<file path="config.mk">
export PLATFORM = sky130hd
export DESIGN_NAME = mblk_raster_addr_gen
export DESIGN_NICKNAME = d
export VERILOG_FILES = /design/src/rtl/mblk_raster_addr_gen.sv
export SDC_FILE = /design/constraint.sdc
export NUM_CORES = 1
export LEC_CHECK = 0
export CAP_MARGIN = 25
export CORE_MARGIN = 2
export CORE_UTILIZATION = 55
export CTS_CLUSTER_DIAMETER = 50
export DETAILED_ROUTE_END_ITERATION = 16
export PLACE_DENSITY_LB_ADDON = 0.25
export SYNTH_ARGS = -nofsm -noshare
export SYNTH_HDL_FRONTEND = slang
export SYNTH_SLANG_ARGS = --single-unit
</file>
<file path="constraint.sdc">
create_clock -name iClk -period 9.6 [get_ports iClk]
set_clock_uncertainty 0.2 [all_clocks]
set_input_delay 1.92 -clock iClk [delete_from_list [all_inputs] [get_ports iClk]]
set_output_delay 1.92 -clock iClk [all_outputs]
set_load 0.1 [all_outputs]
</file>
<file path="src/rtl/mblk_raster_addr_gen.sv">
// Macroblock-scan to raster write-address generator.
// Streams pixels through one output register and tags each with its frame-buffer address.
module mblk_raster_addr_gen #(
   parameter int DATA_W = 8,
   parameter int ADDR_W = 22,
   parameter int DIM_W  = 12
) (
   input  logic              iClk,
   input  logic              iRstN,
   input  logic              iStart,
   input  logic [1:0]        iMbType,
   input  logic [DIM_W-1:0]  iFrameW,
   input  logic [DIM_W-1:0]  iFrameH,
   input  logic [ADDR_W-1:0] iBaseAddr,
   input  logic              iValid,
   output logic              oReady,
   input  logic [DATA_W-1:0] iData,
   output logic              oValid,
   input  logic              iReady,
   output logic [DATA_W-1:0] oData,
   output logic [ADDR_W-1:0] oAddr,
   output logic              oBlkLast,
   output logic              oLast,
   output logic              oBusy,
   output logic              oErr
);

   typedef enum logic {IDLE, RUN} state_t;

   state_t state_q, state_d;
   logic [5:0] bm1_q, bm1_d;
   logic [DIM_W-1:0] w_q, w_d, h_q, h_d;
   logic [5:0] px_q, px_d, py_q, py_d;
   logic [DIM_W-1:0] bx_q, bx_d, by_q, by_d;
   // row_q: address of column 0 of the current pixel row;
   // brow_q: same for the top row of the current block row
   logic [ADDR_W-1:0] row_q, row_d, brow_q, brow_d;
   logic ovalid_q, ovalid_d;
   logic [DATA_W-1:0] odata_q, odata_d;
   logic [ADDR_W-1:0] oaddr_q, oaddr_d;
   logic oblk_q, oblk_d, olast_q, olast_d;
   logic err_q, err_d;

   logic [DIM_W-1:0] b_cfg, b_m1, blk_w;
   logic [ADDR_W-1:0] w_ext, addr, row_nxt;
   logic cfg_ok, ready, accept;
   logic row_end, blk_end, brow_end, frm_end;

   always_comb begin
      b_cfg = '0;
      unique case (iMbType)
         2'b01:   b_cfg = DIM_W'(64);
         2'b10:   b_cfg = DIM_W'(32);
         2'b11:   b_cfg = DIM_W'(16);
         default: b_cfg = '0;
      endcase
   end

   assign b_m1   = b_cfg - DIM_W'(1);
   assign cfg_ok = (b_cfg != '0) &&
                   (iFrameW >= b_cfg) && (iFrameH >= b_cfg) &&
                   ((iFrameW & b_m1) == '0) &&
                   ((iFrameH & b_m1) == '0);

   assign blk_w    = DIM_W'(bm1_q) + DIM_W'(1);
   assign w_ext    = ADDR_W'(w_q);
   assign row_nxt  = row_q + w_ext;
   assign addr     = row_q + ADDR_W'(bx_q) + ADDR_W'(px_q);
   assign row_end  = (px_q == bm1_q);
   assign blk_end  = row_end && (py_q == bm1_q);
   assign brow_end = blk_end && ((bx_q + blk_w) == w_q);
   assign frm_end  = brow_end && ((by_q + blk_w) == h_q);

   assign ready  = (state_q == RUN) && (!ovalid_q || iReady);
   assign accept = iValid && ready;

   always_comb begin
      state_d  = state_q;
      bm1_d    = bm1_q;
      w_d      = w_q;
      h_d      = h_q;
      px_d     = px_q;
      py_d     = py_q;
      bx_d     = bx_q;
      by_d     = by_q;
      row_d    = row_q;
      brow_d   = brow_q;
      ovalid_d = ovalid_q;
      odata_d  = odata_q;
      oaddr_d  = oaddr_q;
      oblk_d   = oblk_q;
      olast_d  = olast_q;
      err_d    = 1'b0;

      if (ovalid_q && iReady) ovalid_d = 1'b0;

      unique case (state_q)
         IDLE: begin
            if (iStart) begin
               if (cfg_ok) begin
                  state_d = RUN;
                  bm1_d   = b_m1[5:0];
                  w_d     = iFrameW;
                  h_d     = iFrameH;
                  px_d    = '0;
                  py_d    = '0;
                  bx_d    = '0;
                  by_d    = '0;
                  row_d   = iBaseAddr;
                  brow_d  = iBaseAddr;
               end else begin
                  err_d = 1'b1;
               end
            end
         end
         RUN: begin
            if (accept) begin
               ovalid_d = 1'b1;
               odata_d  = iData;
               oaddr_d  = addr;
               oblk_d   = blk_end;
               olast_d  = frm_end;
               if (!row_end) begin
                  px_d = px_q + 6'd1;
               end else begin
                  px_d = '0;
                  if (!blk_end) begin
                     py_d  = py_q + 6'd1;
                     row_d = row_nxt;
                  end else if (!brow_end) begin
                     py_d  = '0;
                     bx_d  = bx_q + blk_w;
                     row_d = brow_q;
                  end else begin
                     py_d   = '0;
                     bx_d   = '0;
                     by_d   = by_q + blk_w;
                     row_d  = row_nxt;
                     brow_d = row_nxt;
                     if (frm_end) state_d = IDLE;
                  end
               end
            end
         end
         default: state_d = IDLE;
      endcase
   end

   always_ff @(posedge iClk or negedge iRstN) begin
      if (!iRstN) begin
         state_q  <= IDLE;
         bm1_q    <= '0;
         w_q      <= '0;
         h_q      <= '0;
         px_q     <= '0;
         py_q     <= '0;
         bx_q     <= '0;
         by_q     <= '0;
         row_q    <= '0;
         brow_q   <= '0;
         ovalid_q <= 1'b0;
         odata_q  <= '0;
         oaddr_q  <= '0;
         oblk_q   <= 1'b0;
         olast_q  <= 1'b0;
         err_q    <= 1'b0;
      end else begin
         state_q  <= state_d;
         bm1_q    <= bm1_d;
         w_q      <= w_d;
         h_q      <= h_d;
         px_q     <= px_d;
         py_q     <= py_d;
         bx_q     <= bx_d;
         by_q     <= by_d;
         row_q    <= row_d;
         brow_q   <= brow_d;
         ovalid_q <= ovalid_d;
         odata_q  <= odata_d;
         oaddr_q  <= oaddr_d;
         oblk_q   <= oblk_d;
         olast_q  <= olast_d;
         err_q    <= err_d;
      end
   end

   assign oReady   = ready;
   assign oValid   = ovalid_q;
   assign oData    = odata_q;
   assign oAddr    = oaddr_q;
   assign oBlkLast = oblk_q;
   assign oLast    = olast_q;
   assign oBusy    = (state_q == RUN) || ovalid_q;
   assign oErr     = err_q;

endmodule

</file>
**Word level (Yosys, flattened, before mapping)**

Index checks and enable logic that the tools add are counted.

- Input port bits: 61
- Bits in registers: 145
- Logic and storage cells: 112
- Output and inout port bits: 36

- Bitwise gates (word level): 3
- Mux-type cells: 47
- Equal/unequal tests: 13
- Reduce and logical (&&, ||, !) cells: 22
- Order comparisons: 2
- Add/subtract/negate cells: 9

Operators with widths:

| operator | number |
|---|---|
| 22-bit 2-to-1 mux | 9 |
| 12-bit 2-to-1 mux | 10 |
| 22-bit case mux with 2 select lines | 2 |
| 12-bit case mux with 2 select lines | 2 |
| 22-bit by 12-bit adder with 22-bit output | 2 |
| 6-bit 2-to-1 mux | 7 |
| 12-bit by 7-bit adder with 12-bit output | 2 |
| 12-bit bitwise AND | 2 |
| 12-bit equality test | 2 |
| 12-bit greater-or-equal comparator | 2 |
| 12-bit zero test | 2 |
| 6-bit case mux with 2 select lines | 2 |
| 22-bit by 6-bit adder with 22-bit output | 1 |
| 7-bit case mux with 3 select lines | 1 |
| 1-bit 2-to-1 mux | 13 |
| 6-bit by 1-bit adder with 6-bit output (second input constant) | 2 |
| 6-bit equality test | 2 |
| 12-bit nonzero test | 1 |
| 12-bit by 1-bit subtractor with 12-bit output (second input constant) | 1 |
| 1-bit logical AND | 10 |
| 2-bit by 1-bit inequality test with 1-bit output (second input constant) | 4 |
| 6-bit by 1-bit adder with 7-bit output (second input constant) | 1 |
| 3-bit AND reduction | 2 |
| 6-bit AND reduction | 1 |
| other kinds (10) | 13 |

**Logic depth before layout (Yosys ltp)**

- Word-level depth: 11
- Depth in mapped cells: 14
- Gate-level depth less buffers: 14

**Worst setup path before layout**

No wires, ideal clock.

- Path kind: in2out
- Start point: input iReady
- End point: output oReady
- Buffers on the path: 0
- Stages: 2
- Data required time: 7.480 ns
- Path slack: 4.657 ns
- Arrival time: 2.823 ns
- Cell sequence: nand2b_1 -> and2_1

- Cells in the longest elaborated chain, start to end: 2

Ends and longest elaborated chain:

| item | RTL line | text |
|---|---|---|
| from (decl) | 19 | `input logic iReady,` |
| 1-bit logical OR | 74 | `assign ready = (state_q == RUN) && (!ovalid_q \|\| iReady);` |
| 1-bit logical AND | 74 |  |
| to (decl) | 16 | `output logic oReady,` |

No other way between the ends.

**Worst setup path after layout**

Same ends and word-level chain as after synthesis.

==> results.json <==
{
  "postSynthAreaPerCell_um2": 9.160,
  "utilization_pct": 65.64,
  "critPathMaxFanout": 3,
  "place.port_buffers": 96,
  "clkLatencyLatePin_ns": 0.43,
  "clk_pin_slew_ns": 0.06,
  "crit_type": "in2out",
  "hold_buffers": 0,
  "dr.pass1.iters": 6,
  "ys_ff_latch": 142,
  "wl_mm": 25.35,
  "via_count": 8313,
  "antenna_left": 0,
  "grt_usage_pct": 28.75,
  "post_cts_resized": 0,
  "arrival_ns": 3.80,
  "hold_viol_final": 0,
  "finalSetupViolations": 0,
  "fmax_mhz": 168.8,
  "grt_pass1_wl_mm": 41.42,
  "slew-limit-headroom_pct": 34.34,
  "yosysWarnings": 0,
  "post_cts_buffers": 0,
  "fp.coreArea_um2": 17120,
  "max_cap_viol_count": 0,
  "final_nets": 1229,
  "grt_pass1_vias": 8108,
  "syn-cell-area_um2": 9535,
  "cts-root-buf": "clkbuf_16",
  "status": "finished, final reports clean",
  "synth_nets": 1163,
  "seq_area_frac_synth_pct": 37.27,
  "rsz0062_at_grt": "no",
  "worstHoldPathType": "reg2reg",
  "drv_slew": 0,
  "hpwl_mm": 17.93,
  "ctsLongestPathBuffers": 2,
  "fin_crit_ns": 5.923,
  "die_h_um": 135.7,
  "required_ns": 7.48,
  "rows": 48,
  "die_w_um": 135.7,
  "layout-drive-gt1-share_pct": 8.497,
  "cp-start-kind": "primary input",
  "p_leak_nw": 4.924,
  "async_flop_share_pct": 100.0,
  "synth_cell_types": 79,
  "antenna_found_initial": 0,
  "powerDensity_nw_per_um2": 150.8,
  "cts_tree": "built",
  "grt_max_degree": 83,
  "synth_edf_count": 0,
  "fin_crit_sh_pct": 61.70,
  "cts_num_sinks": 142,
  "synth_flop_cell": "dfrtp_1",
  "end_kind": "output port",
  "drc": 0,
  "insertedDiodeCount": 0,
  "htree_num_levels": 4,
  "cts_buffers": 17,
  "tns_ns": 0,
  "fillers": 1462,
  "netlist_instances": 1041,
  "vias_per_cell": 6.190,
  "place.gp.congestion": 0.8951,
  "ir_worst_vdd_mv": 0.1951,
  "grt_overflow": 0,
  "route.detailed.wl_per_inst_um": 18.88,
  "start_util_pct": 55.71,
  "tightest_slew_ns": 0.9819,
  "io_pins": 97,
  "area_growth_pct": 17.82,
  "die_area_um2": 18410,
  "dr.first_iter.drc_count": 857
}
[synth_stat cells, types with 26 or more instances]
cell | number | area, um2
ha_1 | 53 | 663.1
nand3_1 | 34 | 170.2
dfrtp_1 | 142 | 3553
xor2_1 | 42 | 367.9
nand2_1 | 127 | 476.7
xnor2_1 | 32 | 280.3
a21oi_1 | 51 | 255.2
clkbuf_1 | 41 | 153.9
o22ai_1 | 26 | 162.7
nor2_1 | 48 | 180.2
inv_1 | 34 | 127.6
nor3_1 | 32 | 160.2
o21ai_0 | 60 | 300.3
[flip-flops by register name (all words and copies together) (netlist names)]
signal    count
row_q        22
oBlkLast      1
bx_q         12
bm1_q         3
oData         8
h_q          12
by_q         12
w_q          12
px_q          6
state_q       1
oLast         1
oErr          1
oValid        1
oAddr        22
brow_q       22
py_q          6
[layer usage]
metal	GRT usage (%)	vias to the layer above	part of all wire (%)
met4	11.11	0	3.0
met2	46.66	318	46
met3	5.836	57	7.3
met5	0	-	0
met1	38.00	3983	44
li1	-	3955	-
[path summary, 6_finish.rpt]
kind	end	cells after the start	slack, ns	start
min in group asynchronous	oAddr[12]	1	1.32	iRstN
worst min-delay path	oAddr[9]	2	0.27	oAddr[9]
max in group asynchronous	h_q[6]	2	6.61	iRstN
worst max-delay path	oReady	4	3.68	iReady
worst max register to register	state_q	11	4.94	bm1_q[4]
worst min register to register	oAddr[9]	2	0.27	oAddr[9]
[logic make-up (layout without fill, tap and decap cells)]
kind of cell | Yosys count | in the layout | share of synthesized area [%]
buffers and inverters | 93 | 170 | 4.068
and+or+nand+nor | 346 | 346 | 18.41
muxes | 42 | 42 | 4.737
DFF | 142 | 142 | 37.27
AOI/OAI and AO/OA | 281 | 281 | 19.62
adders and majority gates | 61 | 61 | 8.634
xor gates and xnor gates | 76 | 76 | 7.269
[critical path, stage by stage]
cell	delay, ns
clkdlybuf4s50_1	0.44
nand2b_1	0.15
and2_1	0.16
clkdlybuf4s50_1	1.13
[metrics by stage]
step           std cells  worst slack, ns  total power, mW  hold slack (ns)  instance area, um2
4_1_cts             1341            3.678            1.698           0.2804               11200
6_report            1343            3.677            1.694           0.2727               11230
5_1_grt             1343            3.605            1.756           0.2986               11230
3_3_place_gp        1311            3.692            1.019           0.2591               10600
2_1_floorplan       1041            4.657           0.9071           0.2736                9535
3_5_place_dp        1311            3.679            1.024           0.2681               10600
[layout make-up]
type                       count  area [um2]  area share [%]
tap                          225       281.5           2.506
multi-input combinational    806        5612           49.95
clock inverter                 6       107.6          0.9578
inverter                      34       127.6           1.136
timing repair buffer         106        1061           9.444
sequential                   142        3553           31.63
clock buffer                  24       491.7           4.377
[layout by cell type (no fill, tap or decap), types with 5 or more instances in the layout]
cell             netlist  final
nor4_1                 6      6
a22o_1                 5      5
o21ai_0               60     60
mux2_2                25     25
a32oi_1                5      5
nand4_1               10     10
xnor2_1               32     32
a31oi_1               23     23
or4_1                 10     10
a211oi_1               6      6
nor2_1                48     48
buf_4                  2      8
inv_1                 34     34
o211ai_1               8      8
o21ai_1               14     13
o31ai_1                7      7
nor2b_1               11     11
mux2i_1               17     17
fa_1                   8      8
nand2b_1              10     10
clkbuf_16              0     17
nand3_1               34     33
nor3_1                32     32
and2_1                12     12
or3_1                  8      8
a21oi_1               51     51
and3_1                17     17
o221ai_1              11     11
a21o_1                13     13
ha_1                  53     53
clkdlybuf4s50_1        0     95
o22ai_1               26     26
xor2_1                42     42
dfrtp_1              142    142
nand2_1              127    126
[where the power goes]
group	internal (mW)	switching, mW	total, mW
Combinational	0.108	0.248	0.356
Sequential	0.628	0.0308	0.659
Clock	0.432	0.246	0.678
Power figures use the tool's default switching activity.
